File: src/rtl/irq_controller.sv
// irq_controller: synchronises NMI/IRQ inputs, prioritises them and presents one interrupt at a time to the core.
// Optional macro IRQ_LEVEL_TRIG_EN makes IRQ lines level-sensitive (NMI always stays edge-triggered).
//
// state    | meaning
// IDLE     | nothing presented, nothing in service
// REQ      | presenting int_id (maskable or NMI) and waiting for int_ack
// SERV     | maskable handler executing
// NMI_REQ  | NMI presented while a maskable handler is executing
// SERV_NMI | NMI handler executing
module irq_controller #(
    parameter int              NUM_IRQ  = 8,
    parameter int              XLEN     = 32,
    parameter logic [XLEN-1:0] VEC_BASE = XLEN'(32'h0000_0080)
) (
    input  logic               clk,
    input  logic               rst,
    input  logic               NMI,
    input  logic [NUM_IRQ-1:0] IRQ,
    input  logic [NUM_IRQ-1:0] irq_mask,
    input  logic               glb_ie,
    input  logic               int_ack,
    input  logic               int_ret,
    output logic               int_req,
    output logic [3:0]         int_id,
    output logic [XLEN-1:0]    int_vec,
    output logic               in_service,
    output logic [NUM_IRQ-1:0] irq_pending
);

    localparam logic [3:0] NMI_ID = 4'd8;

    typedef enum logic [2:0] {IDLE, REQ, SERV, NMI_REQ, SERV_NMI} state_t;

    state_t             state, state_nx;
    logic [3:0]         cur_id, cur_id_nx;
    logic [3:0]         saved_id, saved_id_nx;
    logic               saved_vld, saved_vld_nx;

    logic [NUM_IRQ-1:0] irq_s1, irq_s2, irq_q;
    logic               nmi_s1, nmi_s2, nmi_q;
    logic [1:0]         warm;
    logic               nmi_rise;
    logic               nmi_pend;

    logic [NUM_IRQ-1:0] clr_irq;
    logic               clr_nmi;
    logic [NUM_IRQ-1:0] eligible;
    logic [NUM_IRQ-1:0] cur_hot;
    logic               pick_vld;
    logic [3:0]         pick_id;
    logic               cur_elig;

    // The edge register reads as "high" until the synchronisers have filled, so a
    // level held through reset is not mistaken for a fresh rising edge.
    always_ff @(posedge clk or negedge rst) begin
        if (!rst) begin
            irq_s1 <= '0;
            irq_s2 <= '0;
            irq_q  <= '1;
            nmi_s1 <= 1'b0;
            nmi_s2 <= 1'b0;
            nmi_q  <= 1'b1;
            warm   <= 2'b00;
        end else begin
            irq_s1 <= IRQ;
            irq_s2 <= irq_s1;
            nmi_s1 <= NMI;
            nmi_s2 <= nmi_s1;
            warm   <= {warm[0], 1'b1};
            irq_q  <= warm[1] ? irq_s2 : '1;
            nmi_q  <= warm[1] ? nmi_s2 : 1'b1;
        end
    end

    assign nmi_rise = nmi_s2 & ~nmi_q;

`ifdef IRQ_LEVEL_TRIG_EN
    assign irq_pending = irq_s2;
`else
    logic [NUM_IRQ-1:0] irq_rise;
    logic [NUM_IRQ-1:0] pend_q;

    assign irq_rise = irq_s2 & ~irq_q;

    // A new edge on the same clock as the ack-clear re-pends the line.
    always_ff @(posedge clk or negedge rst) begin
        if (!rst) begin
            pend_q <= '0;
        end else begin
            pend_q <= (pend_q & ~clr_irq) | irq_rise;
        end
    end

    assign irq_pending = pend_q;
`endif

    always_ff @(posedge clk or negedge rst) begin
        if (!rst) begin
            nmi_pend <= 1'b0;
        end else begin
            nmi_pend <= (nmi_pend & ~clr_nmi) | nmi_rise;
        end
    end

    always_comb begin
        eligible = irq_pending & irq_mask & {NUM_IRQ{glb_ie}};
        pick_vld = 1'b0;
        pick_id  = 4'd0;
        cur_elig = 1'b0;
        cur_hot  = '0;
        for (int i = NUM_IRQ - 1; i >= 0; i--) begin
            if (eligible[i]) begin
                pick_vld = 1'b1;
                pick_id  = 4'(i);
            end
            if (cur_id == 4'(i)) begin
                cur_elig   = eligible[i];
                cur_hot[i] = 1'b1;
            end
        end
    end

    always_ff @(posedge clk or negedge rst) begin
        if (!rst) begin
            state     <= IDLE;
            cur_id    <= 4'd0;
            saved_id  <= 4'd0;
            saved_vld <= 1'b0;
        end else begin
            state     <= state_nx;
            cur_id    <= cur_id_nx;
            saved_id  <= saved_id_nx;
            saved_vld <= saved_vld_nx;
        end
    end

    always_comb begin
        state_nx     = state;
        cur_id_nx    = cur_id;
        saved_id_nx  = saved_id;
        saved_vld_nx = saved_vld;
        clr_irq      = '0;
        clr_nmi      = 1'b0;
        case (state)
            IDLE: begin
                if (nmi_pend) begin
                    state_nx  = REQ;
                    cur_id_nx = NMI_ID;
                end else if (pick_vld) begin
                    state_nx  = REQ;
                    cur_id_nx = pick_id;
                end
            end
            REQ: begin
                if (int_ack) begin
                    if (cur_id == NMI_ID) begin
                        clr_nmi  = 1'b1;
                        state_nx = SERV_NMI;
                    end else begin
                        clr_irq  = cur_hot;
                        state_nx = SERV;
                    end
                end else if (cur_id != NMI_ID && nmi_pend) begin
                    cur_id_nx = NMI_ID;
                end else if (cur_id != NMI_ID && !cur_elig) begin
                    state_nx = IDLE;
                end
            end
            SERV: begin
                if (nmi_pend) begin
                    state_nx     = NMI_REQ;
                    saved_id_nx  = cur_id;
                    saved_vld_nx = 1'b1;
                    cur_id_nx    = NMI_ID;
                end else if (int_ret) begin
                    state_nx = IDLE;
                end
            end
            NMI_REQ: begin
                if (int_ack) begin
                    clr_nmi  = 1'b1;
                    state_nx = SERV_NMI;
                end
            end
            SERV_NMI: begin
                if (int_ret) begin
                    if (saved_vld) begin
                        state_nx     = SERV;
                        cur_id_nx    = saved_id;
                        saved_vld_nx = 1'b0;
                    end else begin
                        state_nx = IDLE;
                    end
                end
            end
            default: state_nx = IDLE;
        endcase
    end

    assign int_req    = (state == REQ) || (state == NMI_REQ);
    assign in_service = (state == SERV) || (state == NMI_REQ) || (state == SERV_NMI);
    assign int_id     = cur_id;
    assign int_vec    = VEC_BASE + XLEN'({cur_id, 2'b00});

endmodule
File: config.mk
export PLATFORM = sky130hd
export DESIGN_NAME = irq_controller
export DESIGN_NICKNAME = d
export VERILOG_FILES = /design/src/rtl/irq_controller.sv
export SDC_FILE = /design/constraint.sdc
export NUM_CORES = 1
export LEC_CHECK = 0
export CAP_MARGIN = 20
export CORE_MARGIN = 5
export CORE_UTILIZATION = 45
export CTS_CLUSTER_SIZE = 30
export DETAILED_ROUTE_END_ITERATION = 10
export GPL_ROUTABILITY_DRIVEN = 0
export GPL_TIMING_DRIVEN = 1
export PLACE_DENSITY_LB_ADDON = 0.25
export SYNTH_ARGS = -nofsm -noshare
export SYNTH_HDL_FRONTEND = slang
export SYNTH_SLANG_ARGS = --single-unit
File: constraint.sdc
create_clock -name clk -period 3.3 [get_ports clk]
set_input_delay 0.495 -clock clk [delete_from_list [all_inputs] [get_ports clk]]
set_output_delay 0.495 -clock clk [all_outputs]
set_load 0.01 [all_outputs]
=== Word-level counts from Yosys, hierarchy flattened ===
Cells that the tools add are included.

* Add/subtract/negate cells: 1
* $mul: 0
* Divide/modulo/power cells: 0
* Order comparisons: 0
* Equality and inequality tests: 23
* Shift-type cells: 0
* Muxes and demuxes: 64
* Bitwise logic cells: 12
* Reductions and logical operators: 14

{| class="wikitable"
|+ Operators by type and width
! operator !! number
|-
| $mux W4 || 14
|-
| $mux W3 || 11
|-
| $and A8 B8 Y8 || 4
|-
| $mux W8 || 4
|-
| $mux W1 || 30
|-
| $eq A4 B3 Y1 const B || 4
|-
| $not A8 Y8 || 2
|-
| $pmux W4 S4 || 1
|-
| $pmux W3 S5 || 1
|-
| $ne A2 B2 Y1 const B || 6
|-
| $ne A3 B3 Y1 const B || 4
|-
| $add A8 B6 Y9 const A || 1
|-
| $eq A4 B2 Y1 const B || 2
|-
| $or A8 B8 Y8 || 1
|-
| $reduce_and A7 Y1 || 1
|-
| $eq A3 B2 Y1 const B || 2
|-
| $reduce_and A6 Y1 || 1
|-
| $eq A4 B1 Y1 const B || 1
|-
| $eq A4 B4 Y1 const B || 1
|-
| $logic_not A4 Y1 || 1
|-
| $ne A4 B4 Y1 const B || 1
|-
| $pmux W1 S2 || 2
|-
| $reduce_bool A4 Y1 || 1
|-
| $eq A3 B1 Y1 const B || 1
|-
| 12 further kinds || 17
|}

* Flip-flop bits (word level): 50
* Bits in latches: 0
* Memory bits (writable): 0
* Memory bits (read-only): 0
* Input bits: 22
* Output and inout bits: 46
* Logic and storage cells: 127
* Memories: 0

=== Depth between registers and ports, before layout ===
* Word-level depth: 16
* Mapped depth: 6
* Gate-level depth less buffers: 5

=== Worst setup path after synthesis ===
Ideal clock, no wire load.

* Path type: register to register
* From: register state[1]
* To: register cur_id[0], in the netlist int_id[0]
* Setup time: 0.125 ns
* Arrival: 1.767 ns
* Required time: 3.175 ns
* Setup slack: 1.408 ns
* Cell stages (with the launch flop): 6
* Path buffers: 0
* Period minus slack after synthesis: 1.892 ns
* Cell sequence: dfrtp_1 or3_1 a21o_1 o32a_1 o2111ai_4 mux2_4

* Longest elaborated chain between the ends: 3
* Elaborated cells on any way between the ends: 13
* Those cells by class: eq/ne: 9; mux: 1; reduce/logical: 3

{| class="wikitable"
|+ RTL lines
! element !! line !! source
|-
| start: declaration || 34 || <nowiki>state_t state, state_nx;</nowiki>
|-
| start signal: assignment || 130 || <nowiki>state <= state_nx;</nowiki>
|-
| $eq A3 B1 Y1, or another cell as far along || 144 || <nowiki>case (state)</nowiki>
|-
| $reduce_bool A4 Y1 (no source line), or another cell as far along || -- ||
|-
| $reduce_and A7 Y1 (no source line) || -- ||
|-
| end signal: assignment || 131 || <nowiki>cur_id <= cur_id_nx;</nowiki>
|-
| end: declaration || 35 || <nowiki>logic [3:0] cur_id, cur_id_nx;</nowiki>
|}

Several ways; a longest one is shown, not always the timed one.
A chain may end at the register's enable or synchronous reset.

=== Worst setup path in the final report ===
* From: register state[0]
* To: output in_service

* Longest elaborated chain between the ends: 3
* Elaborated cells on any way between the ends: 5
* Those cells by class: eq/ne: 3; reduce/logical: 2

{| class="wikitable"
|+ RTL lines
! element !! line !! source
|-
| $eq A3 B2 Y1 || 201 || <nowiki>assign in_service = (state == SERV) || (state == NMI_REQ) || (state == SERV_NMI);</nowiki>
|-
| $logic_or A1 B1 Y1 || 201 ||
|-
| $logic_or A1 B1 Y1 * || 201 ||
|-
| end: declaration || 26 || <nowiki>output logic in_service,</nowiki>
|}

Every way passes the cells marked *; elsewhere a longest branch is shown, timed or not.

==> flow_results.xml <==
<?xml version="1.0" encoding="UTF-8"?>
<metrics>
  <group name="drt">
    <metric name="detailroute.via_count" unit="">1595</metric>
    <metric name="final_antenna_net_count" unit="">0</metric>
    <metric name="post_drt_via_cell_ratio" unit="">4.923</metric>
    <metric name="routed_wirelength" unit="mm">4.563</metric>
    <metric name="drt-pass1-iter-count" unit="">4</metric>
    <metric name="drt_drc_violations_left" unit="">0</metric>
    <metric name="wire_per_inst" unit="µm">14.08</metric>
    <metric name="detail_route.iter0.violations" unit="">110</metric>
  </group>
  <group name="power">
    <metric name="pwr_density_cell" unit="nW/µm²">734.6</metric>
    <metric name="ir_drop" unit="µV">302.6</metric>
    <metric name="power.static_leakage" unit="µW">0.001246</metric>
  </group>
  <group name="die">
    <metric name="core.rowCount" unit="">26</metric>
    <metric name="floorplan.die_area" unit="µm²">6735</metric>
    <metric name="boundaryPins" unit="">68</metric>
    <metric name="coreArea" unit="µm²">5075</metric>
    <metric name="floorplan.initialDensity" unit="%">46.06</metric>
    <metric name="die_height" unit="µm">82.07</metric>
    <metric name="floorplan.die.width" unit="µm">82.07</metric>
  </group>
  <group name="status">
    <metric name="run_status" unit="">finished, final reports clean</metric>
  </group>
  <group name="placement">
    <metric name="placement.io_buffers" unit="">39</metric>
    <metric name="placed_area" unit="µm²">2651</metric>
    <metric name="dp_hpwl" unit="mm">3.523</metric>
  </group>
  <group name="critical_path">
    <metric name="crit_path_cell_trace" unit="">inv_1 -&gt; nand3_1 -&gt; nand2_1 -&gt; clkdlybuf4s50_1</metric>
    <metric name="timing.critical_path.required" unit="ns">2.80</metric>
    <metric name="rr_startpoint" unit="">state[0]</metric>
    <metric name="timing.reg2reg.setup_slack" unit="ns">1.13</metric>
    <metric name="arrival" unit="ns">1.89</metric>
    <metric name="crit_slowest_cell" unit="">sky130_fd_sc_hd__clkdlybuf4s50_1</metric>
    <metric name="criticalPathCategory" unit="">reg2out</metric>
    <metric name="critical_path_peak_fanout" unit="">13</metric>
    <metric name="critPathLaunchType" unit="">flop</metric>
    <metric name="r2r-end" unit="">int_id[0]</metric>
    <metric name="worstSetupEndpointType" unit="">output port</metric>
    <metric name="path_delay_family" unit="">buffers and inverters</metric>
    <metric name="timing.reg2reg.worst_path_depth" unit="">5</metric>
    <metric name="worstPathBufferInverterCount" unit="">2</metric>
    <metric name="crit_path_max_incr_delay" unit="ns">0.54</metric>
  </group>
  <group name="global_routing">
    <metric name="number_of_global_route_vias_before_repair" unit="">1564</metric>
    <metric name="gr-total-overflow" unit="">0</metric>
    <metric name="grt_use_total" unit="%">14.90</metric>
    <metric name="largest_net_degree_at_the_start_of_global_routing" unit="">42</metric>
    <metric name="grt_antenna_before_repair" unit="">0</metric>
    <metric name="grt_first_pass_wirelength" unit="mm">7.583</metric>
  </group>
  <group name="cells_and_area">
    <metric name="area_growth_syn_to_layout" unit="%">19.54</metric>
    <metric name="postLayoutCellArea" unit="µm²">2794</metric>
    <metric name="post_route_cells_drive_above_1_share" unit="%">11.42</metric>
    <metric name="layout.nets" unit="">275</metric>
    <metric name="num_antenna_cells" unit="">0</metric>
  </group>
  <group name="sta">
    <metric name="relative_max_transition_margin" unit="%">40.88</metric>
    <metric name="fmax" unit="MHz">418.9</metric>
    <metric name="rsz0062_at_grt" unit="">no</metric>
    <metric name="final.setup.tns" unit="ns">0</metric>
    <metric name="finalClockSkew" unit="ns">0.008497</metric>
    <metric name="final_period_utilization" unit="%">72.35</metric>
    <metric name="hold_viol_final" unit="">0</metric>
    <metric name="tightest_slew" unit="ns">0.8868</metric>
    <metric name="finalCriticalPeriod" unit="ns">2.387</metric>
    <metric name="slew_violations" unit="">0</metric>
    <metric name="setup_viol" unit="">0</metric>
  </group>
  <group name="clock_tree">
    <metric name="cts_hold_repair.buffers" unit="">0</metric>
    <metric name="cts-buffers-inserted" unit="">5</metric>
    <metric name="cts_h_tree_depth" unit="">2</metric>
    <metric name="tritoncts_clock_tree" unit="">yes</metric>
    <metric name="sink_count_of_the_clock_tree" unit="">50</metric>
    <metric name="cts_resized" unit="">0</metric>
    <metric name="buffer_count_from_post_cts_setup_fixing" unit="">0</metric>
    <metric name="clk_latency" unit="ns">0.30</metric>
    <metric name="clk_transition_reported_paths" unit="ns">0.09</metric>
    <metric name="cell_at_the_root_of_the_clock_tree" unit="">sky130_fd_sc_hd__clkbuf_8</metric>
    <metric name="cts.path.max_buffers" unit="">2</metric>
  </group>
  <group name="logic_synthesis">
    <metric name="postSynth.asyncResetShare" unit="%">100.0</metric>
    <metric name="synth.distinct_cells" unit="">44</metric>
    <metric name="syn-cell-area" unit="µm²">2337</metric>
    <metric name="register_area_share_after_synthesis" unit="%">54.01</metric>
    <metric name="synth.top_cells.by_area" unit="">sky130_fd_sc_hd__dfrtp_1, sky130_fd_sc_hd__buf_4, sky130_fd_sc_hd__dfstp_2</metric>
    <metric name="synth_top_area_cell" unit="">sky130_fd_sc_hd__dfrtp_1</metric>
    <metric name="synth-edff-count" unit="">0</metric>
    <metric name="synth_ff_type" unit="">sky130_fd_sc_hd__dfrtp_1</metric>
    <metric name="synth_cells" unit="">218</metric>
    <metric name="synth.top_cell.area_share" unit="%">43.90</metric>
    <metric name="synth-seq-cells" unit="">50</metric>
    <metric name="yosysWarnings" unit="">0</metric>
    <metric name="avgSynthCellArea" unit="µm²">10.72</metric>
  </group>
  <group name="flow_run">
    <metric name="cap_viol_max_count" unit="">0</metric>
  </group>
  <group name="min_path">
    <metric name="min-delay-path-class" unit="">in2async</metric>
  </group>
</metrics>
sequential cells by signal, indices dropped and copies added (netlist names), 2 cells and up:
signal	flops
irq_q	8
int_id	4
saved_id	4
state	3
irq_s1	8
warm	2
irq_pending	8
irq_s2	8
final cells by class:
cell class / count / area [µm²]
clock buffer: 6 / 82.58
clock inverter: 2 / 60.06
fill: 484 / 2281
inverter: 13 / 48.80
multi-input combinational: 143 / 859.6
sequential: 50 / 1262
tap: 70 / 87.58
timing repair buffer: 40 / 392.9
worst max path at each step:
stage	start	endpoint	slack [ns]	cells past startpoint
after floorplan	state[1]	int_id[0]	1.41	5
after global placement	glb_ie	int_id[2]	0.96	6
after detailed placement	glb_ie	int_id[0]	0.91	6
after CTS	state[0]	in_service	0.90	4
after global routing	state[0]	in_service	0.76	4
final	state[0]	in_service	0.91	4
per-stage QoR:
stage          std cells  utilization, %  worst slack (ns)  hold slack [ns]  total power (µW)
2_1_floorplan        245               -             1.408           0.1994              1336
3_3_place_gp         316           52.24            0.9641           0.3320              1544
3_5_place_dp         316           52.24            0.9066           0.3347              1551
4_1_cts              324           55.05            0.9024           0.3434              2077
5_1_grt              324           55.05            0.7582           0.3609              2193
6_report             324           55.05            0.9125           0.3032              2052
routing by layer:
| metal | GRT usage, % | vias to the layer above | share of wire, % |
|---|---|---|---|
| met2 | 25.61 | 48 | 54 |
| met3 | 3.838 | 6 | 6.4 |
| met4 | 4.485 | 0 | 0.94 |
| met1 | 18.34 | 780 | 39 |
| li1 | - | 761 | - |
| met5 | 0 | - | 0 |
cell usage in the layout (no fill, tap or decap), types with 2 or more instances in the layout:
master / instances
sky130_fd_sc_hd__a22o_1: 4
sky130_fd_sc_hd__a21oi_1: 3
sky130_fd_sc_hd__and3_1: 2
sky130_fd_sc_hd__nand2_1: 28
sky130_fd_sc_hd__a32oi_1: 2
sky130_fd_sc_hd__mux2i_1: 2
sky130_fd_sc_hd__nor3b_1: 2
sky130_fd_sc_hd__a32o_1: 2
sky130_fd_sc_hd__dfrtp_1: 41
sky130_fd_sc_hd__o21bai_1: 2
sky130_fd_sc_hd__nand3_1: 5
sky130_fd_sc_hd__o22ai_1: 2
sky130_fd_sc_hd__a21o_1: 2
sky130_fd_sc_hd__inv_1: 13
sky130_fd_sc_hd__nor2b_1: 2
sky130_fd_sc_hd__mux2_2: 4
sky130_fd_sc_hd__dfstp_2: 9
sky130_fd_sc_hd__a41oi_1: 2
sky130_fd_sc_hd__nor3_1: 2
sky130_fd_sc_hd__clkdlybuf4s50_1: 38
sky130_fd_sc_hd__nand2b_1: 4
sky130_fd_sc_hd__clkbuf_8: 6
sky130_fd_sc_hd__mux2_4: 3
sky130_fd_sc_hd__o21ai_0: 19
sky130_fd_sc_hd__nor2_1: 5
sky130_fd_sc_hd__conb_1: 29
sky130_fd_sc_hd__bufinv_16: 2
kinds of logic (layout without fill, tap and decap cells):
| family | Yosys count | in the layout | synth area share (%) |
|---|---|---|---|
| simple gates | 55 | 55 | 11.19 |
| buf+inv | 52 | 61 | 13.54 |
| flops | 50 | 50 | 54.01 |
| other cells | 2 | 29 | 0.3213 |
| compound gates | 49 | 49 | 15.26 |
| mux | 10 | 10 | 5.674 |
power by group:
group,leakage (µW),internal [µW],switching [µW]
Clock,0.0000714,323,194
Sequential,0.000568,704,138
Combinational,0.000607,360,334
Total,0.00125,1390,666
cells in the mapped netlist, drive strengths merged (3+ instances only):
| cell | count |
|---|---|
| dfrtp | 41 |
| o21ai | 19 |
| nand2 | 28 |
| buf | 33 |
| clkbuf | 6 |
| a21oi | 3 |
| nand3 | 5 |
| dfstp | 9 |
| inv | 13 |
| nor2 | 5 |
| mux2 | 7 |
| nand2b | 4 |
| a22o | 4 |
No activity file was read; power rests on OpenSTA's default activity.
